**src/rtl/dmem_arbiter.sv**
```systemverilog
// -----------------------------------------------------------------------------
// dmem_arbiter
//
// Two-port arbiter in front of a single-ported data memory. Port A is the
// core, port B is the host. One access is performed per grant cycle; the
// memory is combinational on read and writes on the clock edge that ends
// the grant cycle. Ties go to the port that was not granted most recently.
//
// Build option:
//   DMEM_ARB_LOCK_EN  when defined, the host may hold b_lock to keep the
//                     memory across several back-to-back accesses (LOCK_B).
//                     When undefined, b_lock is ignored and LOCK_B is never
//                     entered.
//
// Ports:
//   clk        rising-edge clock
//   reset      asynchronous active-low reset (0 = reset)
//   a_req      core request, held with a_we/a_addr/a_wdata until a_gnt
//   a_we       core write enable (1 = write, 0 = read)
//   a_addr     core word address
//   a_wdata    core write data
//   a_gnt      core access performed this cycle
//   a_rdata    core read data, mem_rdata while a_gnt=1, else 0
//   b_req      host request (same rules as port A)
//   b_we       host write enable
//   b_addr     host word address
//   b_wdata    host write data
//   b_lock     host burst-lock request
//   b_gnt      host access performed this cycle
//   b_rdata    host read data, mem_rdata while b_gnt=1, else 0
//   mem_write  data-memory write strobe
//   mem_addr   data-memory address
//   mem_wdata  data-memory write data
//   mem_rdata  data-memory combinational read data
//   last_b     round-robin pointer, 1 = B granted most recently
// -----------------------------------------------------------------------------
`timescale 1ns/1ps

module dmem_arbiter (
    input  logic       clk,
    input  logic       reset,
    input  logic       a_req,
    input  logic       a_we,
    input  logic [5:0] a_addr,
    input  logic [7:0] a_wdata,
    output logic       a_gnt,
    output logic [7:0] a_rdata,
    input  logic       b_req,
    input  logic       b_we,
    input  logic [5:0] b_addr,
    input  logic [7:0] b_wdata,
    input  logic       b_lock,
    output logic       b_gnt,
    output logic [7:0] b_rdata,
    output logic       mem_write,
    output logic [5:0] mem_addr,
    output logic [7:0] mem_wdata,
    input  logic [7:0] mem_rdata,
    output logic       last_b
);

    // -------------------------------------------------------------------------
    // State encoding
    // -------------------------------------------------------------------------
    localparam logic [1:0] IDLE    = 2'd0;
    localparam logic [1:0] SERVE_A = 2'd1;
    localparam logic [1:0] SERVE_B = 2'd2;
    localparam logic [1:0] LOCK_B  = 2'd3;

    logic [1:0] state;
    logic [1:0] state_next;
    logic       last_b_q;
    logic       last_b_next;

    // Requests with the currently served port removed. A port's request is
    // still asserted during its own grant cycle (it is held until a_gnt /
    // b_gnt), so without this mask it would be counted again and could win
    // a second, spurious access.
    logic       a_req_masked;
    logic       b_req_masked;

    // Grant qualifiers before the reset gate.
    logic       a_sel;
    logic       b_sel;

`ifndef DMEM_ARB_LOCK_EN
    // Lock input has no function in this build.
    logic       unused_b_lock;
    assign unused_b_lock = b_lock;
`endif

    // -------------------------------------------------------------------------
    // Request masking
    // -------------------------------------------------------------------------
    assign a_req_masked = a_req && (state != SERVE_A);
    assign b_req_masked = b_req && (state != SERVE_B);

    // -------------------------------------------------------------------------
    // Next-state and round-robin pointer
    // -------------------------------------------------------------------------
    always_comb begin
        // NOTE: every variable assigned here gets a default first so no path
        // leaves it unassigned; otherwise synthesis infers a latch.
        state_next  = IDLE;
        last_b_next = last_b_q;

        // Pointer follows the state being left, whatever comes next.
        case (state)
            SERVE_A: last_b_next = 1'b0;
            SERVE_B: last_b_next = 1'b1;
            LOCK_B:  last_b_next = 1'b1;
            default: last_b_next = last_b_q;
        endcase

        // Round-robin choice on the masked requests. A true tie can only
        // occur from IDLE, because a SERVE state always masks its own port.
        if (a_req_masked && b_req_masked) begin
            state_next = last_b_q ? SERVE_A : SERVE_B;
        end else if (a_req_masked) begin
            state_next = SERVE_A;
        end else if (b_req_masked) begin
            state_next = SERVE_B;
        end else begin
            state_next = IDLE;
        end

`ifdef DMEM_ARB_LOCK_EN
        // Host holding the lock keeps the memory after its SERVE_B cycle;
        // port A is locked out until b_lock drops.
        if (state == SERVE_B && b_lock) begin
            state_next = LOCK_B;
        end
        if (state == LOCK_B) begin
            state_next = b_lock ? LOCK_B : IDLE;
        end
`else
        // Unreachable in this build; recover to IDLE should it ever appear.
        if (state == LOCK_B) begin
            state_next = IDLE;
        end
`endif
    end

    // -------------------------------------------------------------------------
    // State registers
    // -------------------------------------------------------------------------
    // last_b resets to 1 so that port A wins the first tie after reset.
    always_ff @(posedge clk or negedge reset) begin
        if (!reset) begin
            state    <= IDLE;
            last_b_q <= 1'b1;
        end else begin
            // NOTE: sequential state uses non-blocking assignment so every
            // register samples values from before this edge.
            state    <= state_next;
            last_b_q <= last_b_next;
        end
    end

    // -------------------------------------------------------------------------
    // Grants
    // -------------------------------------------------------------------------
    // A grant also requires the request to still be present: a requester
    // that withdrew after arbitration gets neither a grant nor a memory
    // access. The reset term forces everything quiet combinationally while
    // reset is low, independent of the clock, which also aborts an access
    // that is in flight when reset arrives.
    assign a_sel = (state == SERVE_A) && a_req;
    assign b_sel = ((state == SERVE_B) || (state == LOCK_B)) && b_req;

    assign a_gnt = reset && a_sel;
    assign b_gnt = reset && b_sel;

    // -------------------------------------------------------------------------
    // Memory-side mux
    // -------------------------------------------------------------------------
    // Memory lines are driven only by a granted port; in every other cycle
    // (IDLE, withdrawn request, reset) they are held at zero so no write can
    // ever occur without a grant.
    always_comb begin
        mem_write = 1'b0;
        mem_addr  = '0;
        mem_wdata = '0;
        if (a_gnt) begin
            mem_write = a_we;
            mem_addr  = a_addr;
            mem_wdata = a_wdata;
        end else if (b_gnt) begin
            mem_write = b_we;
            mem_addr  = b_addr;
            mem_wdata = b_wdata;
        end
    end

    // -------------------------------------------------------------------------
    // Read data return
    // -------------------------------------------------------------------------
    assign a_rdata = a_gnt ? mem_rdata : 8'h00;
    assign b_rdata = b_gnt ? mem_rdata : 8'h00;

    // Pointer reads as 1 for the whole reset period.
    assign last_b = reset ? last_b_q : 1'b1;

endmodule

```
**config.mk**
```make
export PLATFORM = sky130hd
export DESIGN_NAME = dmem_arbiter
export DESIGN_NICKNAME = d
export VERILOG_FILES = /design/src/rtl/dmem_arbiter.sv
export SDC_FILE = /design/constraint.sdc
export NUM_CORES = 1
export LEC_CHECK = 0
export CAP_MARGIN = 20
export CORE_MARGIN = 2
export CORE_UTILIZATION = 20
export DETAILED_ROUTE_END_ITERATION = 16
export PLACE_DENSITY = 0.81
export SLEW_MARGIN = 20
export SYNTH_ARGS = -nofsm -noshare
export SYNTH_HDL_FRONTEND = slang
export SYNTH_SLANG_ARGS = --single-unit
```
**constraint.sdc**
```tcl
create_clock -name clk -period 1.78 [get_ports clk]
set_input_delay 0.356 -clock clk [delete_from_list [all_inputs] [get_ports clk]]
set_output_delay 0.356 -clock clk [all_outputs]
set_load 0.02 [all_outputs]
```
# Word-level counts from Yosys, hierarchy flattened

Cells that the tools add are included.

$lt $le $gt $ge: 0
Div/mod/pow operators: 0
Shift operators: 0
Reduce and logical (&&, ||, !) cells: 10
Eq/ne operators: 5
$mul: 0
Bitwise operators: 0
Add/sub/neg operators: 0
Multiplexer cells: 15

Operators with widths:

| operator                                                                | count |
|---|---|
| 8-bit two-way mux                                                       | 4 |
| 6-bit two-way mux                                                       | 2 |
| 2-bit two-way mux                                                       | 5 |
| 1-bit logical AND                                                       | 7 |
| 2-bit == test, second input constant                                    | 2 |
| 1-bit two-way mux                                                       | 3 |
| 2-bit by 1-bit == test with 1-bit output, second input constant         | 1 |
| 2-bit by 1-bit inequality test with 1-bit output, second input constant | 1 |
| 2-bit inequality test, second input constant                            | 1 |
| 1-bit one-hot mux with 2 select lines                                   | 1 |
| 2-bit nonzero test                                                      | 1 |
| 2-bit OR reduction                                                      | 1 |
| 1-bit logical OR                                                        | 1 |

Input bits: 43
Bits in writable memories: 0
Bits in latches: 0
Register bits after elaboration: 3
Logic and storage cells: 32
ROM bits: 0
Output and inout bits: 34
Memories: 0

# Longest topological paths before layout

Depth after elaboration: 6
Gate-level depth with buffers: 4
Gate-level depth less buffers: 2

# Worst setup path before layout

Ideal clock, no wire load.

Path kind: register to output
Start: reg state[1]
End: out mem_wdata[4]
Path slack: 0.291 ns
Required time: 1.424 ns
Stages on the path, launching flop included: 5
Path buffers: 2
Arrival: 1.133 ns
Path through: dfrtp_1 > and4b_1 > buf_6 > buf_6 > a22o_1

Elaborated cells on any way between the ends: 10
Those cells by class: eq/ne: 3; mux: 2; reduce/logical: 5

RTL lines:

| element                                  | line | text |
|---|---|---|
| start: declaration                       | 70   | `logic [1:0] state;` |
| start signal: assignment                 | 155  | `state <= state_next;` |
| 2-bit by 1-bit == test with 1-bit output | 168  | `assign a_sel = (state == SERVE_A) && a_req;` |
| 1-bit logical AND                        | 168  |  |
| 1-bit logical AND                        | 171  | `assign a_gnt = reset && a_sel;` |
| named net a_gnt                          | 46   | `output logic a_gnt,` |
| 8-bit two-way mux                        | 184  | `if (a_gnt) begin` |
| end: declaration                         | 57   | `output logic [7:0] mem_wdata,` |

The timed path passes the listed nets, and every way through them passes these cells.

# Final worst setup path

Start: in reset
End: out mem_wdata[7]

Cells in the longest elaborated chain, start to end: 3
Elaborated cells on any way between the ends: 4
Those cells by class: mux: 2; reduce/logical: 2

RTL lines:

| element             | line | text |
|---|---|---|
| start: declaration  | 41   | `input logic reset,` |
| 1-bit logical AND   | 172  | `assign b_gnt = reset && b_sel;` |
| 8-bit two-way mux   | 188  | `end else if (b_gnt) begin` |
| 8-bit two-way mux * | 184  |  |

Every way passes the cells marked *; elsewhere a longest branch is shown, timed or not.

==> flow_summary.yaml <==
status:
  status: "finished, violations left"
  violations: "negative setup slack"
global_routing:
  antenna_found_initial: 0
  grt_pass1_vias: 698
  grt_usage_pct: 20.73
  overflow: 0
  grt_max_degree: 13
  grt_pass1_wl_um: 3898
yosys:
  synth_xor_area_share_pct: 0
  yosys.area.top_type: "a22o_1"
  synth_top_family_by_area: "compound AO/OA/AOI/OAI gates"
  synth_warnings: 0
  syn-num-nets: 91
  synth_area_sq_um: 412.9
  synthAdderAreaFrac_pct: 0
  synthMuxAreaShare_pct: 0
  yosysTopAreaCellShare_pct: 31.82
  ys_ff_latch: 3
  synth_area_per_cell_sq_um: 8.602
  syn_inst: 48
  synth_compound_area_share_pct: 38.18
  seq_area_frac_synth_pct: 18.48
  synth-simple-area-share_pct: 29.70
  synth.distinct_cells: 13
  synthTopCellsByArea: "a22o_1 (32%), and2_1 (24%), dfrtp_1 (12%), buf_6 (8.2%), dfstp_2 (6.4%)"
routing:
  drtPass1Iterations: 3
  first_iter_violations: 10
  via_per_inst: 4.632
  routed-via-count: 718
  wl_per_cell_um: 16.40
  drc: 0
  antenna_left: 0
  wirelength_um: 2542
clock_tree:
  htree_levels: 1
  cts_root_buf: "clkbuf_4"
  clock_path_buffers: 2
  clkTransAtPathRegs_ns: 0.03
  cts_buffers: 3
  cts_tree: "built"
  clock_sinks: 3
  post_cts_buffers: 0
  clkLatencyLatePin_ns: 0.23
cells_and_area:
  antenna_cells: 0
  fin_nets: 172
  layout_commonest_cell: "clkdlybuf4s50_1"
  syn2layout_area_growth_pct: 214.2
  layout_common_cells: "clkdlybuf4s50_1 (38), buf_6 (23), and2_1 (16)"
  drive_gt1_share_pct: 35.16
  post-route-util_pct: 66.14
worst_setup_path:
  required_ns: 1.42
  critPathMaxStageDelay_ns: 0.26
  cp.depth: 5
  endpoint_kind: "output port"
  cp_max_fo: 12
  crit_family: "buffers and inverters"
  cp-start-kind: "primary input"
  cp_cell_sequence: "dlygate4sd2_1, and4b_2, clkbuf_16, a22o_1, buf_6"
  crit_type: "primary input to output port"
  reg2regPathDepth: 2
  crit_arrival_ns: 1.42
  worst-path-buf-inv: 3
  cpMaxStageDelayCell: "dlygate4sd2_1"
floorplan:
  die_h_um: 49.44
  core_sq_um: 1962
  start_util_pct: 21.05
  die_area_sq_um: 2444
  ios: 77
  fp.dieW_um: 49.44
  rows: 16
pwr:
  fin_total_pwr_mw: 0.5109
  p_per_area_nw_per_um2: 393.8
  p_leak_nw: 0.5964
  peakVddDrop_mv: 0.3423
timing:
  max-slew-margin-rel_pct: 81.81
  fin_crit_ns: 1.781
  fin_ws_ns: -0.0009661
  final_hold_viol_count: 0
  setup_viol: 1
  finClkSkew_ns: 0.001233
  grt_setup_unrepaired: "true"
  fmax_ghz: 0.5615
  fin_crit_sh_pct: 100.1
  tightest_slew_ns: 0.2710
  slew_violations: 0
place:
  port-buffer-count: 75
  place_congestion: 0.7461
  pre_cts_ws_ns: -0.6083
  dp_hpwl_um: 1822
flow_run:
  drv_cap: 0
hold_path:
  worstHoldPathType: "primary input to asynchronous set/reset pin"
==> power by group <==
group | leakage [nW] | internal, mW | switching (mW)
combinational | 0.546 | 0.184 | 0.115
clock | 0.0150 | 0.0838 | 0.0322
sequential | 0.0359 | 0.0860 | 0.00930
==> state kept, by name (all words and copies together), names as in the netlist <==
signal	count
last_b_q	1
state	2
==> final timing paths <==
check / from / slack [ns] / to
setup / recovery: reset / -0.001 / mem_wdata[7]
setup reg to reg: state[1] / 0.79 / state[0]
hold / removal: reset / 0.19 / state[1]
max in group asynchronous: reset / 1.40 / last_b_q
hold reg to reg: last_b_q / 0.55 / last_b_q
min in group clk: last_b_q / 0.55 / last_b_q
==> cell families after synthesis <==
kind of cell           Yosys count
AND/OR/NAND/NOR                 19
AO/OA/AOI/OAI                   18
buffers and inverters            8
flip-flops                       3
==> worst register-to-register path: stages (launching register included) <==
cell and delay, ns:
dfrtp_1 0.38, buf_4 0.15, o311a_1 0.34
==> repair_timing <==
| action | CTS | global route |
|---|---|---|
| pin swaps | 3 | 3 |
| endpoints found under the setup margin | 34 | 29 |
| hold buffers | 0 | 0 |
| cloned | 2 | 0 |
| resized for setup | 144 | 43 |
==> synth_stat cells <==
master    count
and2_1       16
a22o_1       15
buf_2         3
buf_6         3
dfrtp_1       2
inv_1         2
a21o_1        1
a311oi_1      1
and3_1        1
and4b_1       1
dfstp_2       1
nand2b_1      1
o311a_1       1
==> layout make-up <==
| cell class | count | area (sq um) |
|---|---|---|
| clock buffer | 4 | 26.28 |
| fill | 174 | 664.4 |
| inverter | 2 | 7.507 |
| multi-input combinational | 37 | 286.5 |
| sequential | 3 | 76.32 |
| tap | 27 | 33.78 |
| timing repair buffer | 82 | 867.1 |
==> metal layers <==
metal | track usage [%] | wire length, um | vias to the layer above
met5 | 0 | 0 | -
met4 | 4.167 | 0 | 0
met3 | 4.908 | 179 | 0
met2 | 37.61 | 1302 | 37
met1 | 24.63 | 1060 | 342
li1 | - | - | 339
==> per-stage QoR <==
stage                     instance area (sq um)  setup TNS (ns)  cells  hold WS [ns]
after CTS                                  1187         -0.1542    155        0.1636
after floorplan                           412.9               0     48       0.06041
after global routing                       1297         -0.6320    155        0.2211
after global placement                     1211          -18.27    149        0.5155
after detailed placement                   1211          -18.69    149        0.5405
final                                      1297      -0.0009661    155        0.1906
Note: power is estimated with default switching activity, not from simulation.
